--- src/rtl/chess_clock_timer_pkg.sv ---
// Shared FSM state type, mm:ss field constants and a packing helper for the chess clock.
package chess_clock_pkg;

   typedef enum logic [2:0] {
      ST_IDLE,
      ST_RUN_W,
      ST_RUN_B,
      ST_PAUSED,
      ST_TIMEOUT
   } state_e;

   localparam int unsigned MAX_MIN = 5;
   localparam int unsigned MAX_SEC = 59;
   localparam int unsigned MIN_MSB = 8;
   localparam int unsigned MIN_LSB = 6;
   localparam int unsigned SEC_MSB = 5;

   // Display word {1'b0, min[2:0], sec[5:0]}; bit 9 is always zero.
   function automatic logic [9:0] pack_mmss(input logic [2:0] m, input logic [5:0] s);
      logic [9:0] v;
      v = '0;
      v[MIN_MSB:MIN_LSB] = m;
      v[SEC_MSB:0] = s;
      return v;
   endfunction

endpackage

--- src/rtl/chess_clock_timer_if.sv ---
// Bundle between the debounced button logic (master) and the countdown engine (slave).
interface chess_clock_timer_if;
   import chess_clock_pkg::*;

   // Control inputs are debounced levels; the slave edge-detects them. All slave
   // outputs are registered and valid every cycle, so there is no valid/ready pair.
   logic       start;
   logic       press_w;
   logic       press_b;
   logic       pause;
   logic       new_game;
   logic [9:0] countdownW;
   logic [9:0] countdownB;
   logic       turn_b;
   logic       running;
   logic       flag_w;
   logic       flag_b;
   state_e     dbg_state;

   modport master (
      output start, press_w, press_b, pause, new_game,
      input  countdownW, countdownB, turn_b, running, flag_w, flag_b, dbg_state
   );

   modport slave (
      input  start, press_w, press_b, pause, new_game,
      output countdownW, countdownB, turn_b, running, flag_w, flag_b, dbg_state
   );

endinterface

--- src/rtl/chess_clock_timer_mmss_bank.sv ---
// One player's mm:ss time bank: borrow-style decrement, then saturating Fischer increment.
module mmss_bank
   import chess_clock_pkg::*;
#(
   parameter int unsigned INIT_MIN = 5,
   parameter int unsigned INIT_SEC = 0
) (
   input  logic       clk,
   input  logic       rst_n,
   input  logic       load_i,
   input  logic       dec_i,
   input  logic       inc_en_i,
   input  logic [5:0] inc_i,
   output logic [9:0] value_o,
   output logic       zero_next_o
);

   localparam logic [2:0] INIT_M = 3'(INIT_MIN);
   localparam logic [5:0] INIT_S = 6'(INIT_SEC);

   logic [2:0] min_q, min_d, dmin;
   logic [5:0] sec_q, sec_d, dsec;
   logic [6:0] sum;
   logic [3:0] min_inc;

   always_comb begin
      dmin = min_q;
      dsec = sec_q;
      if (dec_i) begin
         if (sec_q != 6'd0) begin
            dsec = sec_q - 6'd1;
         end else if (min_q != 3'd0) begin
            dmin = min_q - 3'd1;
            dsec = 6'(MAX_SEC);
         end
      end

      // Increment is applied on top of this cycle's decrement result.
      sum     = {1'b0, dsec} + {1'b0, inc_i};
      min_inc = {1'b0, dmin} + 4'd1;
      min_d   = dmin;
      sec_d   = dsec;

      if (load_i) begin
         min_d = INIT_M;
         sec_d = INIT_S;
      end else if (inc_en_i) begin
         if (sum > 7'(MAX_SEC)) begin
            if (min_inc > 4'(MAX_MIN)) begin
               min_d = 3'(MAX_MIN);
               sec_d = 6'(MAX_SEC);
            end else begin
               min_d = min_inc[2:0];
               sec_d = 6'(sum - 7'd60);
            end
         end else begin
            sec_d = sum[5:0];
         end
      end
   end

   always_ff @(posedge clk or negedge rst_n) begin
      if (!rst_n) begin
         min_q <= INIT_M;
         sec_q <= INIT_S;
      end else begin
         min_q <= min_d;
         sec_q <= sec_d;
      end
   end

   assign value_o     = pack_mmss(min_q, sec_q);
   // A decrement from here lands on 0:00.
   assign zero_next_o = (min_q == 3'd0) && (sec_q <= 6'd1);

endmodule

--- src/rtl/chess_clock_timer.sv ---
// Two-player chess clock engine: 1 Hz prescaler, turn/pause/timeout FSM and two mm:ss banks.
module chess_clock_timer
   import chess_clock_pkg::*;
#(
   parameter int unsigned CLK_HZ   = 100_000_000,
   parameter int unsigned INIT_MIN = 5,
   parameter int unsigned INIT_SEC = 0,
   parameter int unsigned INC_SEC  = 0
) (
   input logic                clk,
   input logic                rst_n,
   chess_clock_timer_if.slave bus
);

   localparam int unsigned    PW         = $clog2(CLK_HZ);
   localparam logic [PW-1:0]  PRESC_LAST = PW'(CLK_HZ - 1);
   localparam logic [5:0]     INC_VAL    = 6'(INC_SEC);

   logic start_q, press_w_q, press_b_q, pause_q, new_game_q;
   logic start_e, press_w_e, press_b_e, pause_e, new_game_e;

   state_e        state_q;
   logic [PW-1:0] presc_q;
   logic          paused_b_q;
   logic          turn_b_q, running_q, flag_w_q, flag_b_q;

   logic          wrap, load;
   logic          dec_w, dec_b, inc_w, inc_b;
   logic          timeout_w, timeout_b, switch_w, switch_b;
   logic [9:0]    w_val, b_val;
   logic          w_zero_next, b_zero_next;

   always_ff @(posedge clk or negedge rst_n) begin
      if (!rst_n) begin
         start_q    <= 1'b0;
         press_w_q  <= 1'b0;
         press_b_q  <= 1'b0;
         pause_q    <= 1'b0;
         new_game_q <= 1'b0;
      end else begin
         start_q    <= bus.start;
         press_w_q  <= bus.press_w;
         press_b_q  <= bus.press_b;
         pause_q    <= bus.pause;
         new_game_q <= bus.new_game;
      end
   end

   assign start_e    = bus.start    & ~start_q;
   assign press_w_e  = bus.press_w  & ~press_w_q;
   assign press_b_e  = bus.press_b  & ~press_b_q;
   assign pause_e    = bus.pause    & ~pause_q;
   assign new_game_e = bus.new_game & ~new_game_q;

   // Bank controls. A pause edge freezes the running side for that cycle, so
   // neither a tick nor a press is taken alongside it.
   always_comb begin
      wrap      = (presc_q == PRESC_LAST);
      load      = new_game_e;
      dec_w     = 1'b0;
      dec_b     = 1'b0;
      timeout_w = 1'b0;
      timeout_b = 1'b0;
      switch_w  = 1'b0;
      switch_b  = 1'b0;
      if (!new_game_e && !pause_e) begin
         if (state_q == ST_RUN_W) begin
            dec_w     = wrap;
            timeout_w = wrap && w_zero_next;
            switch_w  = press_w_e && !timeout_w;
         end
         if (state_q == ST_RUN_B) begin
            dec_b     = wrap;
            timeout_b = wrap && b_zero_next;
            switch_b  = press_b_e && !timeout_b;
         end
      end
      inc_w = switch_w;
      inc_b = switch_b;
   end

   always_ff @(posedge clk or negedge rst_n) begin
      if (!rst_n) begin
         state_q    <= ST_IDLE;
         presc_q    <= '0;
         paused_b_q <= 1'b0;
         turn_b_q   <= 1'b0;
         running_q  <= 1'b0;
         flag_w_q   <= 1'b0;
         flag_b_q   <= 1'b0;
      end else if (new_game_e) begin
         state_q    <= ST_IDLE;
         presc_q    <= '0;
         paused_b_q <= 1'b0;
         turn_b_q   <= 1'b0;
         running_q  <= 1'b0;
         flag_w_q   <= 1'b0;
         flag_b_q   <= 1'b0;
      end else begin
         unique case (state_q)
            ST_IDLE: begin
               if (start_e) begin
                  state_q   <= ST_RUN_W;
                  presc_q   <= '0;
                  running_q <= 1'b1;
               end
            end
            ST_RUN_W, ST_RUN_B: begin
               if (pause_e) begin
                  state_q    <= ST_PAUSED;
                  paused_b_q <= (state_q == ST_RUN_B);
                  running_q  <= 1'b0;
               end else if (timeout_w || timeout_b) begin
                  state_q   <= ST_TIMEOUT;
                  running_q <= 1'b0;
                  flag_w_q  <= timeout_w;
                  flag_b_q  <= timeout_b;
               end else if (switch_w) begin
                  state_q  <= ST_RUN_B;
                  presc_q  <= '0;
                  turn_b_q <= 1'b1;
               end else if (switch_b) begin
                  state_q  <= ST_RUN_W;
                  presc_q  <= '0;
                  turn_b_q <= 1'b0;
               end else begin
                  presc_q <= wrap ? '0 : presc_q + PW'(1);
               end
            end
            ST_PAUSED: begin
               if (pause_e) begin
                  state_q   <= paused_b_q ? ST_RUN_B : ST_RUN_W;
                  running_q <= 1'b1;
               end
            end
            ST_TIMEOUT: begin
            end
            default: state_q <= ST_IDLE;
         endcase
      end
   end

   mmss_bank #(
      .INIT_MIN(INIT_MIN),
      .INIT_SEC(INIT_SEC)
   ) u_bank_w (
      .clk        (clk),
      .rst_n      (rst_n),
      .load_i     (load),
      .dec_i      (dec_w),
      .inc_en_i   (inc_w),
      .inc_i      (INC_VAL),
      .value_o    (w_val),
      .zero_next_o(w_zero_next)
   );

   mmss_bank #(
      .INIT_MIN(INIT_MIN),
      .INIT_SEC(INIT_SEC)
   ) u_bank_b (
      .clk        (clk),
      .rst_n      (rst_n),
      .load_i     (load),
      .dec_i      (dec_b),
      .inc_en_i   (inc_b),
      .inc_i      (INC_VAL),
      .value_o    (b_val),
      .zero_next_o(b_zero_next)
   );

   assign bus.countdownW = w_val;
   assign bus.countdownB = b_val;
   assign bus.turn_b     = turn_b_q;
   assign bus.running    = running_q;
   assign bus.flag_w     = flag_w_q;
   assign bus.flag_b     = flag_b_q;
   assign bus.dbg_state  = state_q;

endmodule

--- src/flat_wrapper.sv ---
// flat-port wrapper written by rule: the top's interface ports become plain ports
module chess_clock_timer_flat import chess_clock_pkg::*;
#(
   parameter int unsigned CLK_HZ   = 100_000_000,
   parameter int unsigned INIT_MIN = 5,
   parameter int unsigned INIT_SEC = 0,
   parameter int unsigned INC_SEC  = 0
)
  (clk, rst_n, bus_start, bus_press_w, bus_press_b, bus_pause, bus_new_game, bus_countdownW, bus_countdownB, bus_turn_b, bus_running, bus_flag_w, bus_flag_b, bus_dbg_state);
  chess_clock_timer_if bus_i ();
  input logic clk;
  input logic rst_n;
  input wire logic [$bits(bus_i.start)-1:0] bus_start;
  input wire logic [$bits(bus_i.press_w)-1:0] bus_press_w;
  input wire logic [$bits(bus_i.press_b)-1:0] bus_press_b;
  input wire logic [$bits(bus_i.pause)-1:0] bus_pause;
  input wire logic [$bits(bus_i.new_game)-1:0] bus_new_game;
  output wire logic [$bits(bus_i.countdownW)-1:0] bus_countdownW;
  output wire logic [$bits(bus_i.countdownB)-1:0] bus_countdownB;
  output wire logic [$bits(bus_i.turn_b)-1:0] bus_turn_b;
  output wire logic [$bits(bus_i.running)-1:0] bus_running;
  output wire logic [$bits(bus_i.flag_w)-1:0] bus_flag_w;
  output wire logic [$bits(bus_i.flag_b)-1:0] bus_flag_b;
  output wire logic [$bits(bus_i.dbg_state)-1:0] bus_dbg_state;
  assign bus_i.start = bus_start;
  assign bus_i.press_w = bus_press_w;
  assign bus_i.press_b = bus_press_b;
  assign bus_i.pause = bus_pause;
  assign bus_i.new_game = bus_new_game;
  assign bus_countdownW = bus_i.countdownW;
  assign bus_countdownB = bus_i.countdownB;
  assign bus_turn_b = bus_i.turn_b;
  assign bus_running = bus_i.running;
  assign bus_flag_w = bus_i.flag_w;
  assign bus_flag_b = bus_i.flag_b;
  assign bus_dbg_state = bus_i.dbg_state;
  chess_clock_timer #(.CLK_HZ(CLK_HZ), .INIT_MIN(INIT_MIN), .INIT_SEC(INIT_SEC), .INC_SEC(INC_SEC)) u_core (.clk(clk), .rst_n(rst_n), .bus(bus_i));
endmodule
--- config.mk ---
export PLATFORM = sky130hd
export DESIGN_NAME = chess_clock_timer_flat
export DESIGN_NICKNAME = d
export VERILOG_FILES = /design/src/rtl/chess_clock_timer_pkg.sv /design/src/rtl/chess_clock_timer_if.sv /design/src/rtl/chess_clock_timer_mmss_bank.sv /design/src/rtl/chess_clock_timer.sv /design/src/flat_wrapper.sv
export SDC_FILE = /design/constraint.sdc
export NUM_CORES = 1
export LEC_CHECK = 0
export CAP_MARGIN = 20
export CORE_MARGIN = 5
export CORE_UTILIZATION = 56
export CTS_CLUSTER_DIAMETER = 100
export CTS_CLUSTER_SIZE = 20
export DETAILED_ROUTE_END_ITERATION = 12
export GPL_ROUTABILITY_DRIVEN = 0
export PLACE_DENSITY_LB_ADDON = 0.12
export RECOVER_POWER = 100
export SLEW_MARGIN = 10
export SYNTH_ARGS = -nofsm -noshare
export SYNTH_HDL_FRONTEND = slang
export SYNTH_SLANG_ARGS = --single-unit
--- constraint.sdc ---
create_clock -name clk -period 6.3 [get_ports clk]
set_input_delay 1.26 -clock clk [delete_from_list [all_inputs] [get_ports clk]]
set_output_delay 1.26 -clock clk [all_outputs]
set_load 0.05 [all_outputs]
# [Yosys cells after proc, flatten, opt, wreduce, memory -nomap -nowiden]
# Index checks and enable logic that the tools add are counted.
[totals] register_bits=58 latch_bits=0 ramBits=0 rom_bits=0 input_bits=7 output_inout_bits=27 mem_count=0
[op_classes] addsub=9 multipliers=0 div=0 magnitude_cmp=6 eq_ne=14 shifts=0 mux=80 bitwise_logic=10 reduce_logical=32
[op_table] operator="$mux 27" n=7
[op_table] operator="$mux 6" n=14
[op_table] operator="$mux 3" n=21
[op_table] operator="$pmux 27 s2" n=1
[op_table] operator="$mux 1" n=34
[op_table] operator="$add 27x1->27 const B" n=1
[op_table] operator="$eq 27x27->1 const B" n=1
[op_table] operator="$reduce_and 4->1" n=4
[op_table] operator="$gt 6x6->1 const B" n=2
[op_table] operator="$le 6x1->1 const B" n=2
[op_table] operator="$pmux 3 s4" n=1
[op_table] operator="$reduce_bool 3->1" n=4
[op_table] operator="$reduce_bool 6->1" n=2
[op_table] operator="$sub 6x1->6 const B" n=2
[op_table] operator="$sub 6x6->6 const B" n=2
[op_table] operator="$logic_not 3->1" n=3
[op_table] operator="$add 3x1->4 const B" n=2
[op_table] operator="$gt 4x3->1 const B" n=2
[op_table] operator="$logic_and 1x1->1" n=7
[op_table] operator="$eq 3x2->1 const B" n=2
[op_table] operator="$ne 3x1->1 const B" n=2
[op_table] operator="$ne 6x1->1 const B" n=1
[op_table] operator="$reduce_bool 2->1" n=3
[op_table] operator="$sub 3x1->3 const B" n=2
[op_table] operator="17 further kinds" n=29

# [Longest topological paths before layout]
# Gate-level depths: netlist (run 1).
[depth] depth_word=13 ltp_mapped=15 ltp_nobuf=13

# [Cells and area by module]
# From an unflattened synthesis (run 1), not the netlist that was laid out.
[hier_totals] hier_cells=600 hier_area_um2=4944.7
[by_module_without_submodules] module="chess_clock_timer" n_inst=1 cells_each=285 area_per_inst_um2=2438.6
[by_module_without_submodules] module="mmss_bank at u_core.u_bank_w" n_inst=1 cells_each=157 area_per_inst_um2=1282.5
[by_module_without_submodules] module="mmss_bank at u_core.u_bank_b" n_inst=1 cells_each=158 area_per_inst_um2=1223.7

# [Worst setup path before layout (run 1)]
# No wires, ideal clock.
[synth_timing] path_kind="input -> register" from="input port bus_pause" to="register u_core.u_bank_b.sec_q[2]" setup_ns=0.120 arrival_ns=3.980 t_required_ns=6.180 setup_slack_ns=2.201 cell_stages=14 cell_sequence="nand2b_1 -> buf_2 -> nand3_1 -> nor3_2 -> nand2_1 -> mux2_2 -> inv_1 -> ha_1 -> and2_1 -> a311o_1 -> or4b_1 -> buf_2 -> and3_1 -> a31o_1"
[synth_via] elab_chain_len=11 word_cells_on_any_way=15 cone_classes="add/sub (2); order compare (2); mux (8); bitwise (1); reduce/logical (2)"
[synth_rtl] element="start, declared" line="flat_wrapper.sv:16" rtl="input wire logic [$bits(bus_i.pause)-1:0] bus_pause;"
[synth_rtl] element="$and 1x1->1 (*)" line="chess_clock_timer.sv:52" rtl="assign pause_e = bus.pause & ~pause_q;"
[synth_rtl] element="$logic_not 1->1 (*)" line="chess_clock_timer.sv:66" rtl="if (!new_game_e && !pause_e) begin"
[synth_rtl] element="$logic_and 1x1->1 (*)" line="chess_clock_timer.sv:66"
[synth_rtl] element="$mux 1" line="chess_clock_timer.sv:66"
[synth_rtl] element="$mux 3" line="chess_clock_timer_mmss_bank.sv:29" rtl="if (dec_i) begin"
[synth_rtl] element="$add 3x1->4" line="chess_clock_timer_mmss_bank.sv:40" rtl="min_inc = {1'b0, dmin} + 4'd1;"
[synth_rtl] element="$gt 4x3->1" line="chess_clock_timer_mmss_bank.sv:49" rtl="if (min_inc > 4'(MAX_MIN)) begin"
[synth_rtl] element="$mux 6" line="chess_clock_timer_mmss_bank.sv:49"
[synth_rtl] element="$mux 6" line="chess_clock_timer_mmss_bank.sv:48" rtl="if (sum > 7'(MAX_SEC)) begin"
[synth_rtl] element="$mux 6 (*)" line="chess_clock_timer_mmss_bank.sv:47" rtl="end else if (inc_en_i) begin"
[synth_rtl] element="$mux 6 (*)" line="chess_clock_timer_mmss_bank.sv:44" rtl="if (load_i) begin"
[synth_rtl] element="via u_core.u_bank_b.sec_d[2]" line="chess_clock_timer_mmss_bank.sv:22" rtl="logic [5:0] sec_q, sec_d, dsec;"
[synth_rtl] element="end signal, assigned" line="chess_clock_timer_mmss_bank.sv:65" rtl="sec_q <= INIT_S;"
[synth_rtl] element="end signal, assigned" line="chess_clock_timer_mmss_bank.sv:68" rtl="sec_q <= sec_d;"
[synth_rtl] element="end, declared" line="chess_clock_timer_mmss_bank.sv:22"
# The timed path passes the listed nets; every way through them passes the cells marked *.
# A chain may end at the register's enable or synchronous reset.

# [Final worst setup path (run 1)]
[layout_timing] from="input port bus_new_game" to="register u_core.u_bank_b.sec_q[2]"
[layout_via] elab_chain_len=11 word_cells_on_any_way=15 cone_classes="add/sub (2); order compare (2); mux (8); bitwise (1); reduce/logical (2)"
[layout_rtl] element="start, declared" line="flat_wrapper.sv:17" rtl="input wire logic [$bits(bus_i.new_game)-1:0] bus_new_game;"
[layout_rtl] element="$and 1x1->1 (*)" line="chess_clock_timer.sv:53" rtl="assign new_game_e = bus.new_game & ~new_game_q;"
[layout_rtl] element="$logic_not 1->1" line="chess_clock_timer.sv:66"
[layout_rtl] element="$logic_and 1x1->1" line="chess_clock_timer.sv:66"
[layout_rtl] element="$mux 1" line="chess_clock_timer.sv:66"
[layout_rtl] element="$mux 3" line="chess_clock_timer_mmss_bank.sv:29"
[layout_rtl] element="$add 3x1->4" line="chess_clock_timer_mmss_bank.sv:40"
[layout_rtl] element="$gt 4x3->1" line="chess_clock_timer_mmss_bank.sv:49"
[layout_rtl] element="$mux 6" line="chess_clock_timer_mmss_bank.sv:49"
[layout_rtl] element="$mux 6" line="chess_clock_timer_mmss_bank.sv:48"
[layout_rtl] element="$mux 6" line="chess_clock_timer_mmss_bank.sv:47"
[layout_rtl] element="$mux 6 (*)" line="chess_clock_timer_mmss_bank.sv:44"
[layout_rtl] element="via u_core.u_bank_b.sec_d[2]" line="chess_clock_timer_mmss_bank.sv:22"
# Marks and branches as above.

==> reports/qor.yml, run 1 <==
outcome: "finished with violations"
violations: "capacitance limit, slew limit"
grt_first_pass_wirelength_mm: 17.4
seq_area_mm2: 0.00146
crit_type: "input pin to flop"
finalSetupTns_ns: 0
stdcell_area_mm2: 0.00475
yosysSeqAreaShare_pct: 34.7
synth-simple-area-share_pct: 30.6
grt_pass1_vias: 3652
async_reset_ff_share_pct: 100
die-width_um: 96.6
yosys.cell_types.count: 73
drive_above_1_share_pct: 9.85
synthMuxAreaShare_pct: 3.82
synth_xor_area_share_pct: 0.626
drt-vias-per-instance: 6.36
hp-class: "flop to flop"
rsz0062_at_grt: "false"
p_leak_nw: 1.95
path_clk_slew_ns: 0.07
synth_edf_count: 0
port-buffer-count: 31
htree_levels: 3
worstPathRequired_ns: 6.53
antenna_found_initial: 0
core_area_mm2: 0.00729
routed_wl_mm: 10.4
utilization_pct: 65.2
grt_max_degree: 59
finalHoldViolCount: 0
wl_per_cell_um: 16.9
end_kind: "flop"
hpwl_mm: 7.27
layout.nets: 535
max_cap_viol_count: 1
fmax_mhz: 187
multi_input_area_mm2: 0.00252
numCtsBuffers: 9
row_count: 31
drv_slew: 59
start_kind: "input pin"
ctsResizeCount: 0
synth_compound_area_share_pct: 20.8
first_pass_iters: 5
initial_core_util_pct: 57.6
drt_iter0_drc: 257
hold_buffers: 0
clock_path_buffers: 2
insertion_delay_ns: 0.34
synth-seq-cells: 58
cts_num_sinks: 58
setup_viol: 0
post_cts_buffers: 0
yosysWarnings: 0
fin_crit_sh_pct: 84.7
syn-cell-area_mm2: 0.00420
syn_to_final_growth_pct: 13.2
crit_fanout: 16
dpl-instance-area_mm2: 0.00454
syn_area_per_cell_um2: 8.57
cts_tree: "built"
final.min_clock_period_ns: 5.34
die_area_mm2: 0.00933
hold_ws_ns: 0.500
die-height_um: 96.6
worst_pin_slew_ns: 3.18
antenna_left: 0
slew_headroom_pct: -112
nFillCells: 629
synth_fa_ha_area_share_pct: 4.47
grt-ovfl-total: 0
clock_tree.root_cell: "clkbuf_8"
route.detailed.drc: 0
num_vias: 3924
skew_ns: 0.0102
ys_dominant_reg_cell: "dfrtp_1"
power_density_mw_per_mm2: 240
arrival_ns: 5.57
num_io_pins: 34
ir_drop_mv: 0.324
n_antenna_cell: 0
netlist_instances: 490
synth_top_family_by_area: "simple AND/OR/NAND/NOR gates"
track_usage_pct: 23.6
-- layout make-up --
type / instances / share of cell area (%)
clock buffers: 12 / 3.48
clock inverters: 4 / 1.53
inverters: 22 / 1.74
multi-input cells: 387 / 53.1
flip-flops and latches: 58 / 30.7
well taps: 99 / 2.61
repair buffers: 35 / 6.90
-- worst max-delay path, cell delays in order --
cell	delay, ns
dlygate4sd3_1	0.56
nand2b_1	0.42
nand3_1	0.39
nor3_1	0.67
nand2_1	0.17
mux2_1	0.30
inv_1	0.07
ha_1	0.19
and2_0	0.13
a311o_1	0.29
or4b_1	0.66
and3_1	0.27
a31o_1	0.18
-- sequential cells by signal (all words and copies together) (netlist names), 3 cells and up --
signal,flops
u_core.u_bank_b.min_q,3
u_core.u_bank_w.sec_q,6
u_core.bus.dbg_state,3
u_core.u_bank_w.min_q,3
u_core.presc_q,27
u_core.u_bank_b.sec_q,6
-- metrics by stage --
stage	power (W)	cells	worst slack [ns]
6_report	0.00114	617	0.962
2_1_floorplan	0.000670	491	2.20
3_3_place_gp	0.000743	601	1.23
4_1_cts	0.00116	617	1.39
5_1_grt	0.00120	617	0.619
3_5_place_dp	0.000747	601	1.05
-- metal layers --
layer	routed length (µm)	share of wire [%]	vias to the layer above	track usage, %
met5	0	0	-	0
met4	216	2.1	0	9.81
met3	642	6.1	27	4.11
met2	4770	46	158	36.1
met1	4820	46	1875	33.1
li1	-	-	1864	-
-- synth_stat cells (all sizes together), types with 5 or more instances --
cell type / count / area share, %
dfrtp: 54 / 32
nand2: 47 / 4.2
nor2: 40 / 3.6
o21ai: 39 / 4.7
nand3: 28 / 3.3
o31ai: 26 / 4.6
inv: 22 / 2.0
a21oi: 21 / 2.8
nor2b: 16 / 2.4
nor3: 16 / 2.1
buf: 15 / 2.1
ha: 15 / 4.5
and3: 10 / 1.5
nand2b: 10 / 1.5
nand4: 10 / 2.4
clkbuf: 9 / 0.83
nor4: 9 / 2.4
and2: 8 / 1.2
and4: 8 / 1.7
mux2: 8 / 2.1
mux2i: 7 / 1.7
or4: 6 / 1.1
a31oi: 5 / 0.75
o41ai: 5 / 1.0
-- placed cells by master (no fill, tap or decap), types with 3 or more instances in the layout --
cell type | synthesis | routed
dfrtp_1 | 54 | 54
nand2_1 | 47 | 47
nor2_1 | 40 | 40
o21ai_0 | 32 | 37
dlygate4sd3_1 | 0 | 30
nand3_1 | 28 | 28
o31ai_1 | 26 | 26
inv_1 | 22 | 22
a21oi_1 | 20 | 20
nor2b_1 | 16 | 16
nor3_1 | 14 | 15
ha_1 | 15 | 15
clkbuf_8 | 0 | 12
and3_1 | 10 | 10
nand2b_1 | 10 | 10
mux2i_1 | 7 | 7
and2_1 | 8 | 7
and4_1 | 7 | 7
nand4_1 | 7 | 7
or4_1 | 6 | 6
mux2_2 | 8 | 6
o41ai_1 | 5 | 5
a31oi_1 | 5 | 5
o22ai_1 | 4 | 4
o211ai_1 | 4 | 4
nor4_1 | 3 | 4
nor4_2 | 5 | 4
dfstp_2 | 4 | 4
xnor2_1 | 3 | 3
or2_2 | 3 | 3
-- power breakdown --
group / total [W] / internal [W] / leakage [nW] / switching, W
Sequential: 0.000419 / 0.000391 / 0.777 / 0.0000283
Clock: 0.000408 / 0.000255 / 0.119 / 0.000153
Combinational: 0.000315 / 0.0000934 / 1.06 / 0.000221
Total: 0.00114 / 0.000739 / 1.95 / 0.000403
-- final timing paths --
check | start | to | slack, ns | depth (start not counted)
max | bus_new_game | u_core.u_bank_b.sec_q[2] | 0.96 | 13
min | u_core.presc_q[6] | u_core.presc_q[6] | 0.50 | 1
min reg2reg | u_core.presc_q[6] | u_core.presc_q[6] | 0.50 | 1
max in group asynchronous | rst_n | u_core.bus.turn_b | 2.43 | 2
max reg2reg | u_core.presc_q[0] | u_core.u_bank_b.sec_q[2] | 1.94 | 13
min in group asynchronous | rst_n | u_core.presc_q[23] | 2.07 | 2
-- logic make-up (layout without fill, tap and decap cells) --
family | after synthesis | count (layout)
adders and majority gates | 15 | 15
AOI/OAI and AO/OA | 130 | 130
muxes | 15 | 15
xor gates and xnor gates | 3 | 3
other | 1 | 2
and+or+nand+nor | 222 | 222
buffers and inverters | 46 | 73
DFF | 58 | 58
Power figures use the tool's default switching activity.
==> inputs of run 2 (changes only) <==
CORE_UTILIZATION = 53   (was 56)
clock period = 4.3 ns   (was 6.3 ns; I/O delays follow)
==> run 2 against run 1 <==
Compared with the run above:
- highest routed layer unchanged
- critical path depth shrank 2
- register-to-register slack lost 1.5 ns
- sequential power increased by 46%
- hold slack got worse by 0.00073 ns
- die area increased by 5.1%
- clock power rose by 41%
- utilization shrank 3.0 points
- final cell count increased by 2.3%
- clock skew grew 0.0026 ns
- the run still ends with capacitance limit, slew limit left
- routed wire length is 3.4% higher
- sequential cell count did not move
- non-clock buffer count rose by 11
==> reports/qor.yml, run 2 (synthesis gave the netlist of run 1 again) <==
cts_num_sinks: 58  # unchanged
p_leak_nw: 1.98  # +1.5%
fin_crit_sh_pct: 91.3
min_from: "u_core.presc_q[26]"
clock_path_buffers: 2  # unchanged
num_vias: 4004  # +2.0%
regMostFlops: "u_core.presc_q"
grt_first_pass_wirelength_mm: 18.3  # +5.2%
grt_max_degree: 38  # -36%
final_cell_mix: "54 x dfrtp_1, 47 x nand2_1, 40 x nor2_1"
first_pass_iters: 5  # unchanged
syn_to_final_growth_pct: 14.5
max_cap_viol_count: 1  # unchanged
drive_above_1_share_pct: 11.2  # +1.3 points
cts_tree: "built"
route.detailed.drc: 0  # unchanged
grt_pass1_vias: 3796  # +3.9%
worst_pin_slew_ns: 2.01  # -1.17 ns
cp_cell_sequence: "dlygate4sd3_1 > nand2b_1 > nand4_1 > clkbuf_1 > a2111oi_0 > mux2_2 > ha_1 > and3_1 > or4_1 > a211oi_2 > a22o_1"
final_common_cell: "dfrtp_1"
drv_slew: 38  # -36%
track_usage_pct: 22.4  # -1.2 points
clock_tree.root_cell: "clkbuf_8"
antenna_left: 0  # unchanged
power_density_mw_per_mm2: 346  # +44%
die_area_mm2: 0.00980  # +5.1%
largest_reg_flops: 27  # unchanged
layout.nets: 546  # +2.1%
drt_iter0_drc: 244  # -5.1%
finalHoldViolCount: 0  # unchanged
hold_ws_ns: 0.500  # -0.000731 ns
timing.rr.start: "u_core.presc_q[0]"
grt-ovfl-total: 0  # unchanged
crit_type: "input pin to flop"
rsz0062_at_grt: "false"
routed_wl_mm: 10.8  # +3.4%
power_w: 0.00166  # +46%
worstPathRequired_ns: 4.58  # -1.95 ns
die-height_um: 99.0  # +2.5%
fmax_mhz: 255
crit_path_max_incr_delay_ns: 0.57  # -0.10 ns
path_clk_slew_ns: 0.07  # about the same
initial_core_util_pct: 54.3  # -3.2 points
crit_fanout: 10  # -6
finalSetupTns_ns: 0  # unchanged
insertion_delay_ns: 0.35  # about the same
die-width_um: 99.0  # +2.5%
setup.worst_path.start: "bus_pause"
ir_drop_mv: 0.337  # +3.9%
post_cts_buffers: 0  # unchanged
stdcell_count: 631  # +2.3%
port-buffer-count: 31  # unchanged
violations: "capacitance limit, slew limit"
wl_per_cell_um: 17.1  # +1.1%
ctsResizeCount: 0  # unchanged
slew_headroom_pct: -34.2  # +78 points
outcome: "finished with violations"
hp-class: "flop to flop"
htree_levels: 3  # unchanged
arrival_ns: 4.21  # -1.36 ns
placed_cells: 615  # +2.3%
final.min_clock_period_ns: 3.93
core_area_mm2: 0.00773  # +6.0%
n_antenna_cell: 0  # unchanged
num_io_pins: 34  # unchanged
hpwl_mm: 7.72  # +6.3%
cp_slowest_cell: "dlygate4sd3_1"
drt-vias-per-instance: 6.35  # -0.23%
start_kind: "input pin"
reg_top3: "u_core.presc_q x27, u_core.u_bank_b.sec_q x6, u_core.u_bank_w.sec_q x6"
end_kind: "flop"
antenna_found_initial: 0  # unchanged
skew_ns: 0.0128  # +0.00263 ns
row_count: 32  # +3.2%
numCtsBuffers: 9  # unchanged
hold_buffers: 0  # unchanged
setup_viol: 0  # unchanged
-- run 2: cell count changes in the layout (fill, tap and decap cells not counted), moves of 2 or more --
cell      change
buf_4         +8
clkbuf_1      +5
clkbuf_8      -2
mux2_1        -2
mux2_2        +2
-- run 2: worst max-delay path, delay by kind of cell --
family	cells	cell delay, ns
buffers and inverters	2	1.03
AOI/OAI and AO/OA	3	0.75
muxes	1	0.34
adders and majority gates	1	0.22
and+or+nand+nor	4	1.00
-- run 2: cell type report --
cell class                      count  area [µm²]
Fill cell                         662        2920
Multi-Input combinational cell    387        2520
Sequential cell                    58        1460
Timing Repair Buffer               46         398
Clock buffer                       11         141
Tap cell                          102         128
Inverter                           22        82.6
Clock inverter                      5        77.6
-- run 2: path summary, 6_finish.rpt --
check                                            to  slack [ns]  cells past startpoint
setup reg to reg           u_core.u_bank_b.sec_q[3]        0.48                     12
min in group asynchronous        u_core.presc_q[20]        1.07                      1
hold / removal                   u_core.presc_q[26]        0.50                      1
hold reg to reg                  u_core.presc_q[26]        0.50                      1
max in group asynchronous  u_core.u_bank_b.sec_q[4]        1.26                      2
setup / recovery           u_core.u_bank_w.sec_q[2]        0.37                     11
-- run 2: power breakdown --
group	switching [W]	leakage, nW	total (W)	internal (W)
clock	0.000237	0.109	0.000577	0.000340
sequential	0.0000406	0.777	0.000613	0.000573
combinational	0.000324	1.09	0.000472	0.000149
-- run 2: metal layers --
metal  routed length (µm)  track usage, %  vias to the layer above  share of wire [%]
met5                    0               0                        -                  0
met4                  116            5.57                        0                1.1
met3                  826            5.17                       21                7.6
met2                 4880            34.1                      165                 45
met1                 4990            32.2                     1927                 46
li1                     -               -                     1891                  -
-- run 2: stage by stage --
step	area [µm²]	setup WS, ns	util [%]
after floorplan	4200	0.601	-
after global placement	4620	0.297	59.8
after detailed placement	4620	0.213	59.8
after CTS	4840	0.527	62.7
after global routing	4810	0.114	62.2
final	4810	0.372	62.2
==> inputs of run 3 (changes only) <==
ABC_AREA = 1   (was not set)
CORE_UTILIZATION = 54   (was 53)
==> run 3 against run 2 <==
Compared with the run above:
- the run still ends with capacitance limit, slew limit left
- die area up 12%
- utilization shrank 0.46 points
- maximum frequency up 3.0%
- first-iteration DRC count increased by 29%
- count of clock-buffer cells in the layout is 2 lower
- critical path type unchanged
- largest power group unchanged
==> reports/qor.yml, run 3 <==
grt_max_degree: 32  # -16%
drv_slew: 61  # +61%
syn_area_per_cell_um2: 6.60  # -23%
slew_headroom_pct: -17.6  # +17 points
routed_wl_mm: 12.8  # +19%
synth_commonest_cells: "204 x nand2_1, 99 x nor2_1, 92 x inv_1, 68 x nand3_1, 54 x dfrtp_1"
synth_top_area_share_pct: 27.8  # -4.4 points
synth_top_area_cell: "dfrtp_1"
finalSetupTns_ns: 0  # unchanged
hold_buffers: 0  # unchanged
yosysSeqAreaShare_pct: 30.0  # -4.7 points
fin_crit_sh_pct: 88.7  # -2.7 points
n_antenna_cell: 0  # unchanged
regMostFlops: "u_core.presc_q"
path_clk_slew_ns: 0.08  # about the same
layout.nets: 793  # +45%
numCtsBuffers: 9  # unchanged
violations: "capacitance limit, slew limit"
max_cap_viol_count: 2  # +1
netlist_instances: 737  # +50%
final_cell_mix: "204 x nand2_1, 103 x nor2_1, 93 x inv_1"
antenna_found_initial: 0  # unchanged
htree_levels: 3  # unchanged
start_kind: "input pin"
cts_num_sinks: 58  # unchanged
p_leak_nw: 2.71  # +37%
worst_pin_slew_ns: 1.76  # -0.249 ns
rsz0062_at_grt: "false"
skew_ns: 0.00749  # -0.00531 ns
ys_dominant_reg_cell: "dfrtp_1"
die-width_um: 105  # +6.0%
synth_most_common_cell: "nand2_1"
arrival_ns: 4.10  # -0.11 ns
drt-vias-per-instance: 5.49  # -13%
synth_edf_count: 0  # unchanged
core_area_mm2: 0.00876  # +13%
ir_drop_mv: 0.211  # -37%
post_cts_buffers: 0  # unchanged
cts_tree: "built"
syn_to_final_growth_pct: 11.3
hpwl_mm: 9.58  # +24%
die_area_mm2: 0.0110  # +12%
port-buffer-count: 31  # unchanged
end_kind: "flop"
outcome: "finished with violations"
setup.worst_path.start: "bus_new_game"
worstPathRequired_ns: 4.59  # about the same
synthTopCellsByArea: "dfrtp_1 28%, nand2_1 16%, nor2_1 7.6%"
drive_above_1_share_pct: 10.2  # -0.97 points
grt_pass1_vias: 4624  # +22%
row_count: 34  # +6.3%
timing.rr.start: "u_core.presc_q[0]"
utilization_pct: 61.7  # -0.46 points
final.min_clock_period_ns: 3.81  # -0.116 ns
async_reset_ff_share_pct: 100  # unchanged
initial_core_util_pct: 55.5  # +1.2 points
drt_iter0_drc: 315  # +29%
track_usage_pct: 24.1  # +1.8 points
insertion_delay_ns: 0.35  # about the same
clock_path_buffers: 2  # unchanged
num_io_pins: 34  # unchanged
fmax_mhz: 262  # +3.0%
yosysWarnings: 0  # unchanged
crit_type: "input pin to flop"
min_from: "u_core.bus.running"
crit_fanout: 24  # +14
finalHoldViolCount: 0  # unchanged
setup_viol: 0  # unchanged
grt-ovfl-total: 0  # unchanged
yosys.cell_types.count: 40  # -45%
power_density_mw_per_mm2: 326  # -5.7%
grt_first_pass_wirelength_mm: 22.3  # +22%
route.detailed.drc: 0  # unchanged
die-height_um: 105  # +6.0%
antenna_left: 0  # unchanged
hp-class: "flop to flop"
wl_per_cell_um: 14.5  # -15%
reg_top3: "u_core.presc_q x27, u_core.u_bank_b.sec_q x6, u_core.u_bank_w.sec_q x6"
ctsResizeCount: 0  # unchanged
first_pass_iters: 5  # unchanged
largest_reg_flops: 27  # unchanged
final_common_cell: "nand2_1"
syn-cell-area_mm2: 0.00486  # +16%
clock_tree.root_cell: "clkbuf_8"
nFillCells: 827  # +25%
num_vias: 4857  # +21%
synth-seq-cells: 58  # unchanged
run 3: cell types whose count changed after synthesis, moves of 11 or more:
cell     change
inv_1       +70
nand2_1    +157
nand2_2     +11
nand3_1     +40
nand4_1     +22
nor2_1      +59
nor2_4      +11
nor2b_1     -16
o31ai_1     -24
xor2_1      +14
run 3: metal layers:
metal / global-route usage, % / vias up / share of wire (%)
li1: - / 2426 / -
met2: 38.1 / 178 / 45
met3: 4.56 / 27 / 6.9
met4: 9.04 / 0 / 2.3
met5: 0 / - / 0
met1: 32.9 / 2226 / 46
run 3: final cells by class:
class	count	area, µm²	share of cell area, %
repair buffers	38	342	6.31
flip-flops and latches	58	1460	26.9
multi-input cells	562	2870	53.1
clock inverters	7	93.8	1.73
clock buffers	9	124	2.29
well taps	108	135	2.50
inverters	102	385	7.12
run 3: logic make-up (layout without fill, tap and decap cells):
kind of cell    after synthesis  count (layout)  synth area share (%)
xor+xnor                     14              14                  2.52
flops                        58              58                  30.0
other cells                   1               2                0.0771
fa+ha+maj                    15              15                  3.86
buf+inv                     118             156                  10.1
compound gates               54              54                  6.28
simple gates                477             477                  47.2
run 3: stage by stage:
step | hold WS, ns | cells | worst slack (ns) | area [µm²] | total power [W]
6_report | 0.481 | 884 | 0.488 | 5410 | 0.00177
5_1_grt | 0.506 | 884 | 0.293 | 5410 | 0.00186
4_1_cts | 0.494 | 884 | 0.963 | 5470 | 0.00178
3_5_place_dp | 0.475 | 868 | 0.616 | 5250 | 0.00121
3_3_place_gp | 0.465 | 868 | 0.748 | 5250 | 0.00120
2_1_floorplan | 0.491 | 738 | 1.50 | 4870 | 0.00105
run 3: worst paths after layout:
path / endpoint / slack, ns / depth (start not counted)
worst min register to register: u_core.bus.running / 0.48 / 2
worst max-delay path: u_core.presc_q[7] / 0.49 / 10
worst max register to register: u_core.u_bank_w.sec_q[0] / 0.62 / 18
worst min-delay path: u_core.bus.running / 0.48 / 2
max in group asynchronous: u_core.presc_q[21] / 1.12 / 2
min in group asynchronous: u_core.start_q / 0.86 / 1
run 3: report_power, final:
group	internal (W)	switching (W)	total, W
Combinational	0.000133	0.000459	0.000592
Clock	0.000325	0.000248	0.000572
Sequential	0.000574	0.0000271	0.000601
run 3: critical path, cell delays in order:
cell           delay [ns]
dlygate4sd3_1        0.55
nand2_1              0.11
clkbuf_1             1.02
inv_1                0.32
clkbuf_1             0.41
nor2_4               0.29
nand3_4              0.19
clkinv_2             0.16
nand4_1              0.10
nand2_1              0.09
